===== config.mk =====
export PLATFORM = sky130hd
export DESIGN_NAME = sdram_rd_ctrl_p
export DESIGN_NICKNAME = d
export VERILOG_FILES = /design/src/rtl/sdram_rd_ctrl_p.sv
export SDC_FILE = /design/constraint.sdc
export NUM_CORES = 1
export LEC_CHECK = 0
export BUFFER_PORTS_ARGS = -buffer_cell sky130_fd_sc_hd__buf_2
export CAP_MARGIN = 25
export CORE_ASPECT_RATIO = 1.5
export CORE_MARGIN = 5
export CORE_UTILIZATION = 28
export DETAILED_ROUTE_END_ITERATION = 6
export PLACE_DENSITY = 0.57
export SLEW_MARGIN = 5
export SYNTH_ARGS = -nofsm -noshare
export SYNTH_HDL_FRONTEND = slang
export SYNTH_SLANG_ARGS = --single-unit
export TNS_END_PERCENT = 100

===== constraint.sdc =====
create_clock -name clk -period 5.2 [get_ports clk]
set_clock_uncertainty 0.15 [all_clocks]
set_input_delay 0.52 -clock clk [delete_from_list [all_inputs] [get_ports clk]]
set_output_delay 0.52 -clock clk [all_outputs]
set_load 0.01 [all_outputs]

===== src/rtl/sdram_rd_ctrl_p.sv =====
// Multi-burst SDRAM read engine: crosses row/bank boundaries on its own, yields to refresh
// through the arbiter handshake and returns data through a CAS-latency-aligned capture pipe.
module sdram_rd_ctrl_p #(
  parameter int ROW_W   = 12,
  parameter int COL_W   = 9,
  parameter int BANK_W  = 2,
  parameter int DQ_W    = 16,
  parameter int BURST   = 4,
  parameter int CAS_LAT = 3,
  parameter int T_RCD   = 2,
  parameter int T_RP    = 2,
  parameter int LEN_W   = 16
) (
  input  logic              clk,
  input  logic              rst,
  input  logic              rd_trig,
  input  logic [BANK_W-1:0] rd_start_bank,
  input  logic [ROW_W-1:0]  rd_start_row,
  input  logic [COL_W-1:0]  rd_start_col,
  input  logic [LEN_W-1:0]  rd_len,
  input  logic              ref_req,
  input  logic              rd_en,
  output logic              rd_req,
  output logic              flag_rd_end,
  output logic [3:0]        rd_cmd,
  output logic [ROW_W-1:0]  rd_addr,
  output logic [BANK_W-1:0] bank_addr,
  input  logic [DQ_W-1:0]   sdram_dq,
  output logic [DQ_W-1:0]   rd_data,
  output logic              rd_data_vld,
  output logic              rd_busy,
  output logic              rd_done
);

  localparam int BW     = (BURST > 1) ? $clog2(BURST) : 1;
  localparam int WAIT_W = 8;

  localparam logic [3:0] CMD_NOP = 4'b0111;
  localparam logic [3:0] CMD_ACT = 4'b0011;
  localparam logic [3:0] CMD_RD  = 4'b0101;
  localparam logic [3:0] CMD_PRE = 4'b0010;

  localparam logic [COL_W-1:0]  COL_MASK  = ~COL_W'(BURST - 1);
  localparam logic [COL_W-1:0]  COL_STEP  = COL_W'(BURST);
  localparam logic [BW-1:0]     BURST_END = BW'(BURST - 1);
  localparam logic [WAIT_W-1:0] RCD_LAST  = (T_RCD > 1) ? WAIT_W'(T_RCD - 2) : '0;
  localparam logic [WAIT_W-1:0] TAIL_LAST = WAIT_W'(CAS_LAT - 1);
  localparam logic [WAIT_W-1:0] RP_LAST   = WAIT_W'(T_RP - 1);

  typedef enum logic [2:0] {
    S_IDLE, S_REQ, S_ACT, S_RCD, S_READ, S_TAIL, S_PRE, S_DONE
  } state_t;

  state_t              state_q, state_d;
  logic [BANK_W-1:0]   bank_q, bank_d;
  logic [ROW_W-1:0]    row_q, row_d;
  logic [COL_W-1:0]    col_q, col_d, col_nxt;
  logic [LEN_W-1:0]    rem_q, rem_d;
  logic [BW-1:0]       bcnt_q, bcnt_d;
  logic [WAIT_W-1:0]   wcnt_q, wcnt_d;
  logic                arb_q, arb_d;
  logic                owned_q, owned_d;
  logic                busy_q, busy_d;
  logic [3:0]          rd_cmd_q, rd_cmd_d;
  logic [ROW_W-1:0]    rd_addr_q, rd_addr_d;
  logic [BANK_W-1:0]   bank_addr_q, bank_addr_d;
  logic                flag_end, done;

  logic                rd_win_q;
  logic [CAS_LAT:0]    vld_sr_q;
  logic [DQ_W-1:0]     rd_data_q;

  always_ff @(posedge clk or posedge rst) begin
    if (rst) begin
      state_q     <= S_IDLE;
      bank_q      <= '0;
      row_q       <= '0;
      col_q       <= '0;
      rem_q       <= '0;
      bcnt_q      <= '0;
      wcnt_q      <= '0;
      arb_q       <= 1'b0;
      owned_q     <= 1'b0;
      busy_q      <= 1'b0;
      rd_cmd_q    <= CMD_NOP;
      rd_addr_q   <= '0;
      bank_addr_q <= '0;
    end else begin
      state_q     <= state_d;
      bank_q      <= bank_d;
      row_q       <= row_d;
      col_q       <= col_d;
      rem_q       <= rem_d;
      bcnt_q      <= bcnt_d;
      wcnt_q      <= wcnt_d;
      arb_q       <= arb_d;
      owned_q     <= owned_d;
      busy_q      <= busy_d;
      rd_cmd_q    <= rd_cmd_d;
      rd_addr_q   <= rd_addr_d;
      bank_addr_q <= bank_addr_d;
    end
  end

  always_comb begin
    state_d     = state_q;
    bank_d      = bank_q;
    row_d       = row_q;
    col_d       = col_q;
    col_nxt     = col_q + COL_STEP;
    rem_d       = rem_q;
    bcnt_d      = bcnt_q;
    wcnt_d      = wcnt_q;
    arb_d       = arb_q;
    owned_d     = owned_q;
    busy_d      = busy_q;
    rd_cmd_d    = CMD_NOP;
    rd_addr_d   = '0;
    bank_addr_d = bank_q;
    flag_end    = 1'b0;
    done        = 1'b0;

    if (ref_req && (state_q inside {S_ACT, S_RCD, S_READ, S_TAIL, S_PRE}))
      arb_d = 1'b1;

    case (state_q)
      S_IDLE: begin
        if (rd_trig) begin
          bank_d  = rd_start_bank;
          row_d   = rd_start_row;
          col_d   = rd_start_col & COL_MASK;
          rem_d   = rd_len;
          owned_d = 1'b0;
          arb_d   = 1'b0;
          if (rd_len == '0) begin
            state_d = S_DONE;
          end else begin
            state_d = S_REQ;
            busy_d  = 1'b1;
          end
        end
      end
      S_REQ: begin
        if (rd_en) begin
          owned_d = 1'b1;
          state_d = S_ACT;
        end
      end
      S_ACT: begin
        rd_cmd_d  = CMD_ACT;
        rd_addr_d = row_q;
        wcnt_d    = '0;
        bcnt_d    = '0;
        state_d   = (T_RCD > 1) ? S_RCD : S_READ;
      end
      S_RCD: begin
        wcnt_d = wcnt_q + WAIT_W'(1);
        if (wcnt_q == RCD_LAST) state_d = S_READ;
      end
      S_READ: begin
        bcnt_d = bcnt_q + BW'(1);
        if (bcnt_q == '0) begin
          rd_cmd_d  = CMD_RD;
          rd_addr_d = ROW_W'(col_q);
          col_d     = col_nxt;
          rem_d     = rem_q - LEN_W'(1);
          // Row is advanced as soon as its last burst issues, so a refresh
          // detour still resumes on the correct row.
          if (col_nxt == '0) begin
            row_d = row_q + ROW_W'(1);
            if (&row_q) bank_d = bank_q + BANK_W'(1);
          end
        end
        if (bcnt_q == BURST_END) begin
          bcnt_d = '0;
          if (rem_q == '0 || col_q == '0 || arb_q) begin
            wcnt_d  = '0;
            state_d = S_TAIL;
          end
        end
      end
      S_TAIL: begin
        wcnt_d = wcnt_q + WAIT_W'(1);
        if (wcnt_q == TAIL_LAST) begin
          wcnt_d  = '0;
          state_d = S_PRE;
        end
      end
      S_PRE: begin
        if (wcnt_q == '0) begin
          rd_cmd_d  = CMD_PRE;
          rd_addr_d = ROW_W'(1) << 10;
        end
        wcnt_d = wcnt_q + WAIT_W'(1);
        if (wcnt_q == RP_LAST) begin
          wcnt_d = '0;
          if (rem_q == '0) begin
            arb_d   = 1'b0;
            state_d = S_DONE;
          end else if (arb_q) begin
            flag_end = 1'b1;
            arb_d    = 1'b0;
            owned_d  = 1'b0;
            state_d  = S_REQ;
          end else begin
            state_d = S_ACT;
          end
        end
      end
      S_DONE: begin
        done     = 1'b1;
        flag_end = owned_q;
        owned_d  = 1'b0;
        busy_d   = 1'b0;
        state_d  = S_IDLE;
      end
      default: state_d = S_IDLE;
    endcase
  end

  // Capture pipe: the RD window in command timing is delayed CAS_LAT+1 clks to
  // line up with the registered copy of the data bus.
  always_ff @(posedge clk or posedge rst) begin
    if (rst) begin
      rd_win_q  <= 1'b0;
      vld_sr_q  <= '0;
      rd_data_q <= '0;
    end else begin
      rd_win_q  <= (state_q == S_READ);
      vld_sr_q  <= {vld_sr_q[CAS_LAT-1:0], rd_win_q};
      rd_data_q <= sdram_dq;
    end
  end

  assign rd_req      = (state_q == S_REQ);
  assign flag_rd_end = flag_end;
  assign rd_cmd      = rd_cmd_q;
  assign rd_addr     = rd_addr_q;
  assign bank_addr   = bank_addr_q;
  assign rd_data     = rd_data_q;
  assign rd_data_vld = vld_sr_q[CAS_LAT];
  assign rd_busy     = busy_q;
  assign rd_done     = done;

endmodule


==> run_summary.xml <==
<?xml version="1.0" encoding="UTF-8"?>
<metrics>
  <group name="timing">
    <metric name="layout_min_cycle_time" unit="ns">2.911</metric>
    <metric name="maxClockFrequency" unit="GHz">0.3435</metric>
    <metric name="setup_ws" unit="ns">2.289</metric>
    <metric name="maxSlewViolCount" unit="">0</metric>
    <metric name="min_period_over_period" unit="">0.5599</metric>
    <metric name="final_hold_viol_count" unit="">0</metric>
    <metric name="maxSlewHeadroom" unit="">0.5420</metric>
    <metric name="rsz0062_at_grt" unit="">false</metric>
    <metric name="tns" unit="ns">0</metric>
    <metric name="worst-slew-pin-transition" unit="ns">0.6871</metric>
    <metric name="report.final.setup_viol" unit="">0</metric>
  </group>
  <group name="final_layout">
    <metric name="fillCellCount" unit="">1737</metric>
    <metric name="postLayoutCellArea" unit="um^2">5653</metric>
    <metric name="ff_latch_area" unit="um^2">2281</metric>
    <metric name="nets" unit="">645</metric>
    <metric name="drive_gt1_frac" unit="">0.2401</metric>
    <metric name="multiInputGateArea" unit="um^2">2216</metric>
    <metric name="area_growth_syn_to_layout" unit="%">19.78</metric>
    <metric name="n_antenna_cell" unit="">0</metric>
  </group>
  <group name="setup_path">
    <metric name="cp_top_family" unit="">buffers and inverters</metric>
    <metric name="crit_path_cell_trace" unit="">inv_1, or2_2, inv_1, buf_4, or3_1, o21ai_0, a221oi_1</metric>
    <metric name="crit_arrival" unit="ns">3.01</metric>
    <metric name="worst_setup_path_start_kind" unit="">flip-flop</metric>
    <metric name="setup.worst_path.start" unit="">state_q[2]</metric>
    <metric name="critPathMaxStageDelay" unit="ns">0.71</metric>
    <metric name="critPathKind" unit="">reg -&gt; reg</metric>
    <metric name="crit-reg2reg-launch" unit="">state_q[2]</metric>
    <metric name="crit_path_max_fanout" unit="">50</metric>
    <metric name="r2r_slack" unit="ns">2.29</metric>
    <metric name="critical-path-top-cell-by-count" unit="">inv_1</metric>
    <metric name="cp_slowest_cell" unit="">dfrtp_1</metric>
    <metric name="path_buf_inv" unit="">3</metric>
    <metric name="end_kind" unit="">flip-flop</metric>
    <metric name="timing.critical_path.required" unit="ns">5.30</metric>
  </group>
  <group name="detailed_routing">
    <metric name="detail_route.wl_per_cell" unit="um">16.60</metric>
    <metric name="route.detailed.drc" unit="">0</metric>
    <metric name="detailroute.via_count" unit="">4156</metric>
    <metric name="drt-initial-drc-count" unit="">234</metric>
    <metric name="detail_route.vias_per_cell" unit="">5.267</metric>
    <metric name="detail_route.wirelength" unit="um">13100</metric>
    <metric name="drt_first_pass_iters" unit="">5</metric>
    <metric name="drtAntennaViolNets" unit="">0</metric>
  </group>
  <group name="synth">
    <metric name="ys_seq_area_frac" unit="">0.4833</metric>
    <metric name="synth_ff_type" unit="">dfrtp_1</metric>
    <metric name="avgSynthCellArea" unit="um^2">9.573</metric>
    <metric name="netlist_instances" unit="">493</metric>
    <metric name="number_of_warning_messages_in_the_yosys_log" unit="">0</metric>
    <metric name="synth_async_sr_flop_share" unit="">1.000</metric>
    <metric name="cell_type_contributing_the_most_total_cell_area_after_synthesis" unit="">dfrtp_1</metric>
    <metric name="synth_commonest_cells" unit="">dfrtp_1, nand2_1, o21ai_0, a21oi_1, nor2_1</metric>
    <metric name="synth_enable_flop_cells" unit="">0</metric>
    <metric name="net_count_after_synthesis" unit="">564</metric>
    <metric name="post-synth-top-count-cell" unit="">dfrtp_1</metric>
    <metric name="synthTopCellsByArea" unit="">dfrtp_1, o21ai_0, nand2_1, a21oi_1, ha_1</metric>
    <metric name="post-synth-top-area-fraction" unit="">0.4666</metric>
    <metric name="post_synth_instance_area" unit="um^2">4720</metric>
    <metric name="synth.distinct_cells" unit="">70</metric>
    <metric name="ys_ff_latch" unit="">91</metric>
  </group>
  <group name="global_routing">
    <metric name="first_global_vias" unit="">4254</metric>
    <metric name="antenna_found_initial" unit="">0</metric>
    <metric name="grt_first_pass_wirelength" unit="um">21250</metric>
    <metric name="grt_resource_usage_total" unit="">0.1348</metric>
    <metric name="grt_max_degree" unit="">53</metric>
    <metric name="grt_overflow" unit="">0</metric>
  </group>
  <group name="cts">
    <metric name="clk_pin_slew_worst_paths" unit="ns">0.07</metric>
    <metric name="cts.hold.buffers_added" unit="">0</metric>
    <metric name="post_cts.resized_instances" unit="">0</metric>
    <metric name="clock_tree.root_cell" unit="">clkbuf_16</metric>
    <metric name="postCtsSetupBuffers" unit="">0</metric>
    <metric name="insertion_delay" unit="ns">0.35</metric>
    <metric name="clock_tree.htree_level_count" unit="">3</metric>
    <metric name="maximum_count_of_clock_buffers_along_a_single_path" unit="">2</metric>
    <metric name="cts_tree" unit="">yes</metric>
    <metric name="clock_tree_sinks" unit="">91</metric>
    <metric name="cts_made_buffers" unit="">9</metric>
  </group>
  <group name="place">
    <metric name="postPlaceCellArea" unit="um^2">5356</metric>
    <metric name="gp_congestion" unit="">0.8805</metric>
    <metric name="dp_hpwl" unit="um">9524</metric>
    <metric name="io_buffer_count" unit="">95</metric>
    <metric name="place_ws" unit="ns">2.313</metric>
  </group>
  <group name="floorplanning">
    <metric name="die_area" unit="um^2">19610</metric>
    <metric name="chipWidth" unit="um">116.0</metric>
    <metric name="initial_core_util" unit="">0.2828</metric>
    <metric name="core_area" unit="um^2">16690</metric>
    <metric name="core.rowCount" unit="">58</metric>
    <metric name="ios" unit="">99</metric>
    <metric name="die_h" unit="um">169.0</metric>
  </group>
  <group name="power_and_ir_drop">
    <metric name="max-vdd-ir-drop" unit="mV">0.1809</metric>
    <metric name="p_leak" unit="nW">2.540</metric>
    <metric name="cellPowerDensity" unit="nW/um^2">546.0</metric>
  </group>
  <group name="hold_path">
    <metric name="hp-class" unit="">in -&gt; async</metric>
  </group>
  <group name="run_status">
    <metric name="run_status" unit="">complete, no violations</metric>
  </group>
  <group name="flow_run">
    <metric name="maxCapViolations" unit="">0</metric>
  </group>
</metrics>
[cells by family after synthesis]
kind of cell / count (synthesis) / synth area share
compound gates: 153 / 0.2195
fa+ha+maj: 11 / 0.02916
flops: 91 / 0.4833
other cells: 1 / 0.0007946
simple gates: 180 / 0.2060
xor+xnor: 2 / 0.003712
mux: 4 / 0.009808
buf+inv: 51 / 0.04772
[where the power goes]
part	internal [mW]	leakage, nW	switching [mW]
sequential	0.955	1.12	0.315
clock	0.338	0.139	0.319
combinational	0.483	1.28	0.677
total	1.78	2.54	1.31
[flip-flops by register name, indices dropped and copies added (netlist names), 3 cells and up]
register  count
rd_cmd        3
wcnt_q        8
state_q       3
col_q         7
row_q        12
rd_data      16
vld_sr_q      4
rem_q        16
rd_addr      12
[cell usage in the layout (no fill, tap or decap), types with 9 or more instances in the layout]
cell and count:
ha_1 11, o21ai_0 41, buf_2 95, clkbuf_16 9, dfrtp_1 88, nand3_1 25
inv_1 17, a22o_1 9, nand2_1 41, nor3_1 17, or3_1 9, a21oi_1 30
nor2_1 27, and3_1 13
[area by class of cell]
class,count,area share
Clock buffer,9,0.03984
Clock inverter,7,0.01262
Inverter,20,0.01350
Multi-Input combinational cell,351,0.3920
Sequential cell,91,0.4035
Tap cell,210,0.04648
Timing Repair Buffer,101,0.09208
[final timing paths]
| check | end | cells past startpoint |
|---|---|---|
| hold / removal | rd_data[13] | 2 |
| min in group clk | rd_data[15] | 1 |
| hold reg to reg | vld_sr_q[0] | 0 |
| setup reg to reg | row_q[4] | 7 |
| setup / recovery | row_q[4] | 7 |
| max in group asynchronous | row_q[2] | 3 |
[metrics by stage]
stage                     power (mW)  instances    util  hold WS, ns
after global placement         2.393        773  0.3209       0.1845
after global routing           3.316        789  0.3387       0.1011
after floorplan                2.079        493       -       0.1812
after CTS                      3.108        789  0.3387       0.1054
after detailed placement       2.444        773  0.3209       0.1865
final                          3.087        789  0.3387      0.08694
[per-layer routing]
layer  global-route usage  up-vias  part of all wire
met5                    0        -                 0
met1               0.1593     2055              0.41
met4              0.05401        0             0.017
li1                     -     1981                 -
met2               0.2370      103              0.53
met3              0.02539       17             0.045
Note: power is estimated with default switching activity, not from simulation.
